`src/rtl/writeback_stage_pkg.sv`:
```
// Shared types and constants for the writeback stage.
// State encoding, register-number width and default widths.
package writeback_stage_pkg;

   localparam int MIP_BUS_DEF = 32;
   localparam int RA_REG_DEF  = 31;
   localparam int REG_W       = 5;

   typedef enum logic [1:0] {
      IDLE      = 2'd0,
      WAIT_LOAD = 2'd1,
      COMMIT    = 2'd2
   } state_t;

endpackage

```
`src/rtl/writeback_result_mux.sv`:
```
// Writeback result select: link address, load data, then ALU result.
module writeback_result_mux #(
   parameter int MIP_BUS = 32
) (
   input  logic               is_jal,
   input  logic               mem_to_reg,
   input  logic [MIP_BUS-1:0] alu_result,
   input  logic [MIP_BUS-1:0] link_addr,
   input  logic [MIP_BUS-1:0] load_data,
   output logic [MIP_BUS-1:0] result
);

   always_comb begin
      result = alu_result;
      if (is_jal)
         result = link_addr;
      else if (mem_to_reg)
         result = load_data;
   end

endmodule

```
`src/rtl/writeback_stage.sv`:
```
// Writeback stage: retires MEM results into the register file,
// stalling for late load data and providing a forwarding copy.
module writeback_stage
   import writeback_stage_pkg::*;
#(
   parameter int MIP_BUS = MIP_BUS_DEF,
   parameter int RA_REG  = RA_REG_DEF
) (
   input  logic               clk,
   input  logic               rst,
   input  logic               wb_valid_i,
   output logic               wb_ready_o,
   input  logic               reg_write_i,
   input  logic [REG_W-1:0]   dest_i,
   input  logic               is_jal_i,
   input  logic               mem_to_reg_i,
   input  logic [MIP_BUS-1:0] alu_result_i,
   input  logic [MIP_BUS-1:0] link_addr_i,
   input  logic [MIP_BUS-1:0] load_data_i,
   input  logic               load_valid_i,
   output logic               RegWrite,
   output logic [REG_W-1:0]   Write_register,
   output logic [MIP_BUS-1:0] Write_data,
   output logic               fwd_valid_o,
   output logic [REG_W-1:0]   fwd_reg_o,
   output logic [MIP_BUS-1:0] fwd_data_o,
   output logic [31:0]        retired_o
);

   localparam logic [REG_W-1:0] RA = REG_W'(RA_REG);

   state_t             state;
   logic               c_we;
   logic               c_jal;
   logic               c_m2r;
   logic [REG_W-1:0]   c_dest;
   logic [MIP_BUS-1:0] c_alu;
   logic [MIP_BUS-1:0] c_link;

   logic               xfer;
   logic               live;
   logic               fire;
   logic               s_we;
   logic               s_jal;
   logic               s_m2r;
   logic [REG_W-1:0]   s_dest;
   logic [MIP_BUS-1:0] s_alu;
   logic [MIP_BUS-1:0] s_link;
   logic [REG_W-1:0]   dest_eff;
   logic               we_eff;
   logic [MIP_BUS-1:0] result;

   assign wb_ready_o = (state != WAIT_LOAD);
   assign xfer       = wb_valid_i & wb_ready_o;
   assign live       = (state != WAIT_LOAD);

   // Operands come from the live inputs on transfer, from the holding
   // registers while a load is outstanding.
   assign s_we   = live ? reg_write_i  : c_we;
   assign s_jal  = live ? is_jal_i     : c_jal;
   assign s_m2r  = live ? mem_to_reg_i : c_m2r;
   assign s_dest = live ? dest_i       : c_dest;
   assign s_alu  = live ? alu_result_i : c_alu;
   assign s_link = live ? link_addr_i  : c_link;

   assign fire = live ? (xfer & ~(mem_to_reg_i & ~load_valid_i))
                      : load_valid_i;

   assign dest_eff = s_jal ? RA : s_dest;
   assign we_eff   = (s_we | s_jal) & (dest_eff != '0);

   writeback_result_mux #(
      .MIP_BUS (MIP_BUS)
   ) u_mux (
      .is_jal     (s_jal),
      .mem_to_reg (s_m2r),
      .alu_result (s_alu),
      .link_addr  (s_link),
      .load_data  (load_data_i),
      .result     (result)
   );

   always_ff @(posedge clk) begin
      if (rst) begin
         state          <= IDLE;
         c_we           <= 1'b0;
         c_jal          <= 1'b0;
         c_m2r          <= 1'b0;
         c_dest         <= '0;
         c_alu          <= '0;
         c_link         <= '0;
         RegWrite       <= 1'b0;
         Write_register <= '0;
         Write_data     <= '0;
         retired_o      <= '0;
      end else begin
         RegWrite <= 1'b0;
         if (state == COMMIT)
            retired_o <= retired_o + 32'd1;
         if (fire) begin
            RegWrite       <= we_eff;
            Write_register <= dest_eff;
            Write_data     <= result;
         end
         case (state)
            WAIT_LOAD: begin
               if (load_valid_i)
                  state <= COMMIT;
            end
            default: begin
               if (xfer) begin
                  c_we   <= reg_write_i;
                  c_jal  <= is_jal_i;
                  c_m2r  <= mem_to_reg_i;
                  c_dest <= dest_i;
                  c_alu  <= alu_result_i;
                  c_link <= link_addr_i;
                  state  <= fire ? COMMIT : WAIT_LOAD;
               end else begin
                  state <= IDLE;
               end
            end
         endcase
      end
   end

   assign fwd_valid_o = RegWrite;
   assign fwd_reg_o   = Write_register;
   assign fwd_data_o  = Write_data;

endmodule
```
`config.mk`:
```
export PLATFORM = sky130hd
export DESIGN_NAME = writeback_stage
export DESIGN_NICKNAME = d
export VERILOG_FILES = /design/src/rtl/writeback_stage_pkg.sv /design/src/rtl/writeback_result_mux.sv /design/src/rtl/writeback_stage.sv
export SDC_FILE = /design/constraint.sdc
export NUM_CORES = 1
export LEC_CHECK = 0
export BUFFER_PORTS_ARGS = -buffer_cell sky130_fd_sc_hd__buf_2
export CAP_MARGIN = 10
export CORE_ASPECT_RATIO = 0.7
export CORE_MARGIN = 3
export CORE_UTILIZATION = 45
export CTS_CLUSTER_SIZE = 16
export DETAILED_ROUTE_END_ITERATION = 8
export PLACE_DENSITY = 0.71
export RECOVER_POWER = 100
export SETUP_SLACK_MARGIN = 0.5
export SLEW_MARGIN = 10
export SYNTH_ARGS = -nofsm -noshare
export SYNTH_HDL_FRONTEND = slang
export SYNTH_HIERARCHICAL = 1
export SYNTH_SLANG_ARGS = --single-unit
```
`constraint.sdc`:
```
create_clock -name clk -period 2.8 [get_ports clk]
set_clock_uncertainty 0.15 [all_clocks]
set_input_delay 0.28 -clock clk [delete_from_list [all_inputs] [get_ports clk]]
set_output_delay 0.28 -clock clk [all_outputs]
set_load 0.05 [all_outputs]
```
==> results of run 1 <==
layout make-up:
cell class | instances | area, µm²
multi-input combinational | 792 | 3940
clock buffer | 23 | 498
sequential | 144 | 2900
tap | 220 | 275
timing repair buffer | 310 | 1880
inverter | 4 | 15.0
fill | 1564 | 6300
clock inverter | 9 | 81.3
critical path: stages (launching register included):
cell and delay (ps):
dfxtp_1 380, nor2b_1 140, clkbuf_1 540, nand3_1 410, nor4_1 350, mux2_2 360
registers in the layout, indices dropped and copies added (netlist names):
signal and flops:
c_dest 5, retired_o 32, Write_register 5, c_we 1, c_link 32, state 2, c_m2r 1, c_alu 32
Write_data 32, c_jal 1, RegWrite 1
stage by stage:
step	cells	power [W]	hold slack (ps)	utilization (%)	area (µm²)
floorplan	1054	0.00299	209	-	7480
global route	1502	0.00571	53.6	60.3	9580
CTS	1498	0.00551	-23.4	60.9	9670
finish	1502	0.00547	45.0	60.3	9580
detailed placement	1394	0.00323	297	52.7	8370
global placement	1394	0.00322	293	52.7	8370
layout by cell type (no fill, tap or decap), drive strengths merged, types with 6 or more instances in the layout:
cell	count
nor2b	7
nor2	21
dlygate4sd3	73
dfxtp	144
or3	8
mux2	6
nand3	41
nand4	13
mux2i	33
xor2	6
o31ai	8
nand2	388
or4	14
buf	125
clkbuf	135
nor4	7
o21ai	74
a211oi	8
a21oi	129
report_power, final:
part | total [W] | switching (W) | internal [W]
Clock | 0.00221 | 0.000873 | 0.00133
Combinational | 0.00104 | 0.000707 | 0.000332
Sequential | 0.00222 | 0.0000692 | 0.00215
kinds of logic (layout without fill, tap and decap cells):
| kind of cell | count (synthesis) | in the layout | synth area share, % |
|---|---|---|---|
| AOI/OAI and AO/OA | 218 | 220 | 15.3 |
| xor gates and xnor gates | 11 | 11 | 1.29 |
| adders and majority gates | 1 | 1 | 0.168 |
| buffers and inverters | 120 | 346 | 9.39 |
| DFF | 144 | 144 | 38.6 |
| muxes | 39 | 39 | 5.33 |
| and+or+nand+nor | 521 | 521 | 29.9 |
how the worst max path moves through the flow:
stage,startpoint,endpoint,slack (ps),cells after the start
after floorplan,retired_o[10],retired_o[30],510,4
after global placement,mem_to_reg_i,Write_data[20],450,8
after detailed placement,mem_to_reg_i,Write_data[24],450,8
after CTS,state[1],Write_data[21],500,7
after global routing,state[1],retired_o[29],270,5
final,state[1],retired_o[29],360,5
per-layer routing:
metal	routed length, µm	up-vias	GRT usage [%]
met5	7	-	0
met4	327	2	6.99
met3	1730	27	5.30
met2	10500	309	39.3
met1	11200	3689	35.1
li1	-	3928	-
repair_timing:
item                                    4_1_cts  5_1_grt
gates resized for setup                       1       11
buffers inserted                              0        1
pin swaps                                     0        2
cloned                                        0        2
hold endpoints to repair                     73        1
endpoints found under the setup margin        4       60
hold buffers                                 72        1
==> summary.txt, run 1 <==
Outcome
  – Status: completed

Floorplanning
  – Die ar.: 18200 µm²
  – Cell Rows: 38
  – Starting density of the core: 47.0%
  – Num ports: 217
  – Die Wd: 160 µm
  – Die height: 114 µm
  – Core box area: 15900 µm²

Synthesis
  – Ys flop type: dfxtp_1
  – Asr flop ratio synth: 0%
  – Sequential fraction of the synthesis area: 38.6%
  – Synth area leader: dfxtp_1
  – Top cells by area, synth: dfxtp_1, nand2_1, a21oi_1, mux2i_1, buf_4
  – Synth warn: 6
  – Top cell type's share of synthesized area: 38.6%
  – Post-synth cell types: 43
  – Commonest cells post-synth: nand2_1, dfxtp_1, a21oi_1
  – Post-synth EDFFs: 0
  – Cell Area, Synth: 7460 µm²
  – Post-Synthesis Cells: 1054
  – Synthesized net count: 1163
  – Syn_area_per_cell: 7.08 µm²
  – Most numerous cell in the Yosys netlist: nand2_1
  – Synth Register Bits: 144

Min path
  – Hold path depth: 3
  – Hold endpoint: state[0]
  – Hold_sp: mem_to_reg_i
  – Hold Path Class: in2reg

Drt
  – Initial DRT Pass Iterations: 5
  – Wire per inst: 15.8 µm
  – ANT nets after route: 0
  – Vias post-DR: 7955
  – WL final: 23700 µm
  – Initial drt markers: 832
  – Drt drc: 0
  – Vias/cell: 5.30

Critical path
  – WP data required: 2960 ps
  – Crit path kind: reg2reg
  – Cells on worst reg2reg path: 5
  – Type of origin of the critical path: register
  – Critical path capture point type: register
  – CP arrival: 2600 ps
  – Crit Reg-Reg Startpoint: state[1]
  – R2R Path End: retired_o[29]
  – Critical path fanouts, max: 12
  – Worst reg2reg setup slack: 360 ps

Global route
  – Gr ovfl total: 0
  – Initial antenna violation count: 1
  – Largest net degree at the start of global routing: 68
  – All-Layer GR Usage: 25.0%
  – Number of global-route vias before repair: 7102
  – First-pass GRT wire length: 36900 µm

Finish
  – Synthesis-to-layout area growth: 28.4%
  – Share of cells above drive strength 1: 15.4%
  – ANT cells: 0
  – Final nets: 1378

Clocking
  – CTS tree: built
  – CTS buffer count: 17
  – Sink Count: 144
  – Clk buf depth: 2
  – Worst skew pair latency: 420 ps
  – Htree depth: 4
  – Clk pin slew, worst setup/hold paths: 50 ps
  – CTS root buf: clkbuf_16

Timing
  – Period utilization: 87.2%
  – Final Max Tran Viols: 0
  – Fmax: 410 MHz
  – Slew HR: 42.1%
  – Setup TNS Final: 0 ps
  – RSZ-0062 raised after global routing: no
  – Worst-Margin Slew: 868 ps
  – Hold Vio Cnt, Final: 0
  – Setup Viol. Count Final: 0
  – Final worst slack: 359 ps
  – Min cycle time layout: 2440 ps

Placed design
  – Number of port buffers: 216
  – Dpl hpwl: 15000 µm
  – Routability Congestion: 0.868
  – Worst slack at placement: 446 ps

Run
  – Max cap viols: 0

Power
  – Leak pwr: 3.99 nW
  – Maximum vdd ir drop: 0.372 mV
  – PwrDens: 571 nW/µm²
Power figures use the tool's default switching activity.
==> run 2: changes to the inputs <==
==> constraint.sdc (replaced) <==
create_clock -name clk -period 2.6 [get_ports clk]
set_clock_uncertainty 0.15 [all_clocks]
set_input_delay 0.26 -clock clk [delete_from_list [all_inputs] [get_ports clk]]
set_output_delay 0.26 -clock clk [all_outputs]
set_load 0.05 [all_outputs]
==> run 2 against run 1 <==
Effect of this change:
- register-to-register slack got worse by 20 ps
- sequential share of layout area is 0.17 points lower
- clock-buffer cell count fell by 3
- combinational power is 8% higher
- core utilization grew 1.1 points
- non-clock buffer count up 7
- flip-flop and latch count unchanged
- maximum frequency is 7.9% higher
- via count grew 0.21%
- critical path type unchanged
- largest cell class unchanged
- largest power group is now the clock network
- highest routed layer is now met4
==> summary.txt, run 2 (synthesis gave the netlist of run 1 again) <==
Timing
  – Worst-Margin Slew: 677 ps (was 868 ps)
  – Final worst slack: 339 ps (was 359 ps)
  – Period utilization: 87.0% (was 87.2%)
  – Fmax: 442 MHz (was 410 MHz)
  – Setup Viol. Count Final: 0 (unchanged)
  – Min cycle time layout: 2260 ps (was 2440 ps)
  – Hold Vio Cnt, Final: 0 (unchanged)
  – Slew HR: 54.9% (was 42.1%)
  – Fin Hold WS: 71.7 ps (was 45.0 ps)
  – Final Max Tran Viols: 0 (unchanged)
  – Setup TNS Final: 0 ps (unchanged)
  – RSZ-0062 raised after global routing: yes (was no)

Finish
  – Share of cells above drive strength 1: 16.8% (was 15.4%)
  – Commonest cells after routing, fill and taps aside: nand2_1, a21oi_1, dfxtp_1, clkbuf_1, buf_2 (was nand2_1, dfxtp_1, a21oi_1, clkbuf_1, buf_2)
  – Final nets: 1384 (was 1378)
  – Multi-input logic area: 3970 µm² (was 3940 µm²)
  – Commonest non-fill, non-tap cell in the layout: nand2_1 (unchanged)
  – Synthesis-to-layout area growth: 30.7% (was 28.4%)
  – Register area: 2930 µm² (was 2900 µm²)
  – Fill count: 1560 (was 1564)

Clocking
  – CTS buffer count: 17 (unchanged)
  – Clk pin slew, worst setup/hold paths: 60 ps (was 50 ps)
  – Clk buf depth: 2 (unchanged)
  – CTS root buf: clkbuf_16 (unchanged)
  – Worst skew pair latency: 430 ps (was 420 ps)
  – Sink Count: 144 (unchanged)
  – CTS tree: built (unchanged)
  – Htree depth: 4 (unchanged)

Critical path
  – Critical path capture point type: register (unchanged)
  – Crit path kind: reg2reg (unchanged)
  – Critical Path End: Write_data[26] (was retired_o[29])
  – Worst stage delay on the critical path: 360 ps (was 540 ps)
  – WP data required: 2800 ps (was 2960 ps)
  – Cells on worst reg2reg path: 9 (was 5)
  – Critical path's slowest cell: nor2b_1 (was clkbuf_1)
  – R2R Path End: Write_data[26] (was retired_o[29])
  – Worst reg2reg setup slack: 340 ps (was 360 ps)
  – Critical path fanouts, max: 24 (was 12)
  – CP delay by family, top: simple AND/OR/NAND/NOR gates (unchanged)
  – CP startpoint: state[0] (was state[1])
  – CP arrival: 2460 ps (was 2600 ps)
  – Type of origin of the critical path: register (unchanged)
  – Crit path depth: 9 (was 5)
  – Buf/Inv on CP: 2 (was 1)
  – Cell Chain, Critical Path: nor2b_1, buf_8, nand2_1, o21ai_4, buf_12, mux2i_1, o21ai_0, nand3_1, a21oi_1 (was nor2b_1, clkbuf_1, nand3_1, nor4_1, mux2_2)
  – Crit Reg-Reg Startpoint: state[0] (was state[1])

Placed design
  – Number of port buffers: 216 (unchanged)
  – Routability Congestion: 0.867 (was 0.868)
  – Worst slack at placement: 420 ps (was 446 ps)
  – Dpl hpwl: 15200 µm (was 15000 µm)

Global route
  – All-Layer GR Usage: 25.3% (was 25.0%)
  – First-pass GRT wire length: 37600 µm (was 36900 µm)
  – Number of global-route vias before repair: 7135 (was 7102)
  – Initial antenna violation count: 0 (was 1)
  – Largest net degree at the start of global routing: 69 (was 68)
  – Gr ovfl total: 0 (unchanged)

Run
  – Max cap viols: 0 (unchanged)

Drt
  – Initial drt markers: 725 (was 832)
  – Initial DRT Pass Iterations: 5 (unchanged)
  – Vias post-DR: 7972 (was 7955)
  – WL final: 23800 µm (was 23700 µm)
  – Vias/cell: 5.28 (was 5.30)
  – Drt drc: 0 (unchanged)
  – ANT nets after route: 0 (unchanged)
  – Wire per inst: 15.7 µm (was 15.8 µm)

Floorplanning
  – Die ar.: 18200 µm² (unchanged)
  – Cell Rows: 38 (unchanged)
  – Die height: 114 µm (unchanged)
  – Starting density of the core: 47.0% (unchanged)
  – Core box area: 15900 µm² (unchanged)
  – Num ports: 217 (unchanged)
  – Die Wd: 160 µm (unchanged)

Power
  – Int Power: 0.00411 W (was 0.00382 W)
  – Switching share of power: 31.1% (was 30.2%)
  – Switching pwr: 0.00186 W (was 0.00165 W)
  – Sequential fraction of design power: 40.0% (was 40.6%)
  – Comb pwr share: 18.8% (was 19.0%)
  – Clock power share: 41.3% (was 40.4%)
  – Maximum vdd ir drop: 0.372 mV (about the same)
  – Leak pwr: 4.07 nW (was 3.99 nW)
  – Power, Total: 0.00597 W (was 0.00547 W)
  – PwrDens: 612 nW/µm² (was 571 nW/µm²)

Outcome
  – Status: completed (unchanged)

Min path
  – Hold Path Class: in2reg (unchanged)
-- run 2: cell types whose count changed in the layout (fill, tap and decap cells not counted), sizes merged, moves of 2 or more --
| cell | before | now |
|---|---|---|
| buf | 125 | 131 |
| clkinv | 5 | 3 |
| clkbuf | 135 | 133 |
| inv | 4 | 10 |
-- run 2: power groups by stage --
stage               Sequential, W  Combinational (W)  Clock [W]
finish                    0.00239            0.00112    0.00246
global route              0.00240            0.00121    0.00260
CTS                       0.00238            0.00113    0.00249
detailed placement        0.00243            0.00104          0
global placement          0.00243            0.00104          0
floorplan                 0.00256           0.000651          0
-- run 2: worst min-delay path by stage --
stage,startpoint,endpoint,slack [ps],cells past startpoint
after floorplan,load_valid_i,state[0],190,1
after global placement,c_link[24],c_link[24],290,2
after detailed placement,c_link[20],c_link[20],300,2
after CTS,wb_valid_i,state[0],60,3
after global routing,wb_valid_i,state[0],90,3
final,wb_valid_i,state[0],70,3
-- run 2: worst min-delay path: cells and delay by family --
family | cells | cell delay (ps)
buf+inv | 1 | 140
compound gates | 1 | 140
simple gates | 1 | 50
-- run 2: metal layers --
metal	vias to the layer above	wire [µm]	GRT usage, %
li1	3948	-	-
met1	3647	11100	36.2
met2	349	10500	39.2
met3	28	1840	5.52
met4	0	309	5.84
met5	-	0	0
-- run 2: layout make-up --
type,instances,area share [%]
timing repair buffer,317,20.1
multi-input combinational,791,40.7
antenna,1,0.0257
sequential,144,30.1
tap,220,2.82
clock buffer,20,4.90
clock inverter,12,1.22
inverter,4,0.180
-- run 2: repair_timing --
action                                 in CTS  in global routing
endpoints found under the hold margin      73                  0
buffers inserted                            2                  3
hold buffers                               73                  0
setup endpoints to repair                  35                 48
cloned                                      1                  0
pin swaps                                   0                  6
gates resized for setup                     7                 30
-- run 2: stage by stage --
stage                     instances  util (%)  instance area [µm²]
final                          1509      61.4                 9750
after global routing           1508      61.4                 9750
after CTS                      1505      61.8                 9810
after detailed placement       1397      53.1                 8430
after global placement         1397      53.1                 8430
after floorplan                1054         -                 7520
==> run 3: changes to the inputs <==
--- a/config.mk
+++ b/config.mk
@@ -13,7 +13,6 @@
 export CTS_CLUSTER_SIZE = 16
 export DETAILED_ROUTE_END_ITERATION = 8
 export PLACE_DENSITY = 0.71
-export RECOVER_POWER = 100
 export SETUP_SLACK_MARGIN = 0.5
 export SLEW_MARGIN = 10
 export SYNTH_ARGS = -nofsm -noshare
==> run 3 against run 2 <==
Effect of this change:
- first-iteration DRC count shrank 5.9%
- critical endpoint is now retired_o[20]
- critical path depth shrank 5
- setup slack better by 170 ps
- largest power group unchanged
- combinational power grew 4%
- maximum frequency is 8.2% higher
- critical path type unchanged
- sequential power is essentially flat
- via count decreased by 1.0%
- sequential share of layout area is 0.56 points lower
==> summary.txt, run 3 (synthesis gave the netlist of run 1 again) <==
Drt
  – Wire per inst: 15.7 µm (about the same)
  – Vias post-DR: 7889 (was 7972)
  – Vias/cell: 5.23 (was 5.28)
  – Initial drt markers: 682 (was 725)
  – Initial DRT Pass Iterations: 7 (was 5)
  – ANT nets after route: 0 (unchanged)
  – Drt drc: 0 (unchanged)
  – WL final: 23700 µm (was 23800 µm)

Critical path
  – CP arrival: 2290 ps (was 2460 ps)
  – WP data required: 2800 ps (about the same)
  – Critical path capture point type: register (unchanged)
  – Type of origin of the critical path: register (unchanged)
  – Crit path kind: reg2reg (unchanged)
  – Critical path fanouts, max: 7 (was 24)

Power
  – Leak pwr: 4.53 nW (was 4.07 nW)
  – PwrDens: 602 nW/µm² (was 612 nW/µm²)
  – Maximum vdd ir drop: 0.372 mV (about the same)

Floorplanning
  – Die height: 114 µm (unchanged)
  – Core box area: 15900 µm² (unchanged)
  – Starting density of the core: 47.0% (unchanged)
  – Die Wd: 160 µm (unchanged)
  – Num ports: 217 (unchanged)
  – Cell Rows: 38 (unchanged)
  – Die ar.: 18200 µm² (unchanged)

Clocking
  – CTS tree: built (unchanged)
  – CTS buffer count: 17 (unchanged)
  – Worst skew pair latency: 430 ps (about the same)
  – CTS root buf: clkbuf_16 (unchanged)
  – Htree depth: 4 (unchanged)
  – Clk pin slew, worst setup/hold paths: 70 ps (was 60 ps)
  – Sink Count: 144 (unchanged)
  – Clk buf depth: 2 (unchanged)

Global route
  – Largest net degree at the start of global routing: 69 (unchanged)
  – Number of global-route vias before repair: 7135 (unchanged)
  – All-Layer GR Usage: 25.3% (unchanged)
  – First-pass GRT wire length: 37600 µm (unchanged)
  – Initial antenna violation count: 0 (unchanged)
  – Gr ovfl total: 0 (unchanged)

Timing
  – Final Max Tran Viols: 0 (unchanged)
  – Hold Vio Cnt, Final: 0 (unchanged)
  – Slew HR: 54.5% (was 54.9%)
  – Setup TNS Final: 0 ps (unchanged)
  – Setup Viol. Count Final: 0 (unchanged)
  – Min cycle time layout: 2090 ps (was 2260 ps)
  – RSZ-0062 raised after global routing: yes (unchanged)
  – Period utilization: 80.4% (was 87.0%)
  – Fmax: 479 MHz (was 442 MHz)
  – Worst-Margin Slew: 683 ps (was 677 ps)

Finish
  – Register area: 2940 µm² (was 2930 µm²)
  – Final nets: 1384 (unchanged)
  – Commonest non-fill, non-tap cell in the layout: nand2_1 (unchanged)
  – Commonest cells after routing, fill and taps aside: nand2_1, buf_2, a21oi_1, dfxtp_1, dlygate4sd3_1 (was nand2_1, a21oi_1, dfxtp_1, clkbuf_1, buf_2)
  – Design area: 9960 µm² (was 9750 µm²)
  – Share of cells above drive strength 1: 26.6% (was 16.8%)
  – Fill count: 1474 (was 1560)
  – Multi-input logic area: 4020 µm² (was 3970 µm²)
  – Synthesis-to-layout area growth: 33.6% (was 30.7%)

Min path
  – Hold Path Class: in2reg (unchanged)

Placed design
  – Number of port buffers: 216 (unchanged)
  – DP Area: 8430 µm² (unchanged)
  – Routability Congestion: 0.867 (unchanged)
  – Dpl hpwl: 15200 µm (unchanged)

Run
  – Max cap viols: 0 (unchanged)

Outcome
  – Status: completed (unchanged)
## run 3: worst paths after layout
check | start | to | slack, ps | depth (start not counted)
setup / recovery | retired_o[9] | retired_o[20] | 510 | 4
hold / removal | wb_valid_i | state[0] | 80 | 3
setup reg to reg | retired_o[9] | retired_o[20] | 510 | 4
hold reg to reg | c_alu[0] | c_alu[0] | 300 | 2
## run 3: cell type report
type	count	share of cell area [%]
Timing Repair Buffer	317	21.2
Antenna cell	1	0.0251
Tap cell	220	2.76
Clock buffer	20	4.80
Sequential cell	144	29.5
Clock inverter	12	1.19
Multi-Input combinational cell	791	40.4
Inverter	4	0.176
## run 3: timing repair
action,4_1_cts,5_1_grt
setup buffers,2,3
endpoints found under the hold margin,73,0
pin swaps,0,6
endpoints found under the setup margin,35,48
gates resized for setup,7,30
hold buffers,73,0
gates cloned,1,0
## run 3: critical path: stages, from the launching register on
cell and delay, ps:
dfxtp_2 400, nand4_1 240, or4_4 600, or4_1 490, a21oi_1 140
## run 3: power breakdown
| part | leakage, nW | switching (W) | internal (W) |
|---|---|---|---|
| Combinational | 3.04 | 0.000764 | 0.000393 |
| Clock | 0.290 | 0.00102 | 0.00144 |
| Sequential | 1.20 | 0.0000743 | 0.00231 |
| Total | 4.53 | 0.00186 | 0.00415 |
## run 3: layer usage
layer | wire length, µm | vias up | part of all wire, % | global-route usage (%)
li1 | - | 3948 | - | -
met1 | 11100 | 3591 | 47 | 36.2
met2 | 10600 | 320 | 45 | 39.2
met3 | 1630 | 30 | 6.9 | 5.52
met4 | 323 | 0 | 1.4 | 5.84
met5 | 0 | - | 0 | 0
## run 3: stage by stage
stage / setup WS (ps) / util (%) / hold WS [ps] / std cells / power, W
6_report: 510 / 62.7 / 78.0 / 1509 / 0.00600
2_1_floorplan: 479 / - / 189 / 1054 / 0.00322
3_3_place_gp: 448 / 53.1 / 293 / 1397 / 0.00346
4_1_cts: 466 / 61.8 / 62.6 / 1505 / 0.00601
5_1_grt: 447 / 62.7 / 96.0 / 1508 / 0.00624
3_5_place_dp: 420 / 53.1 / 297 / 1397 / 0.00347
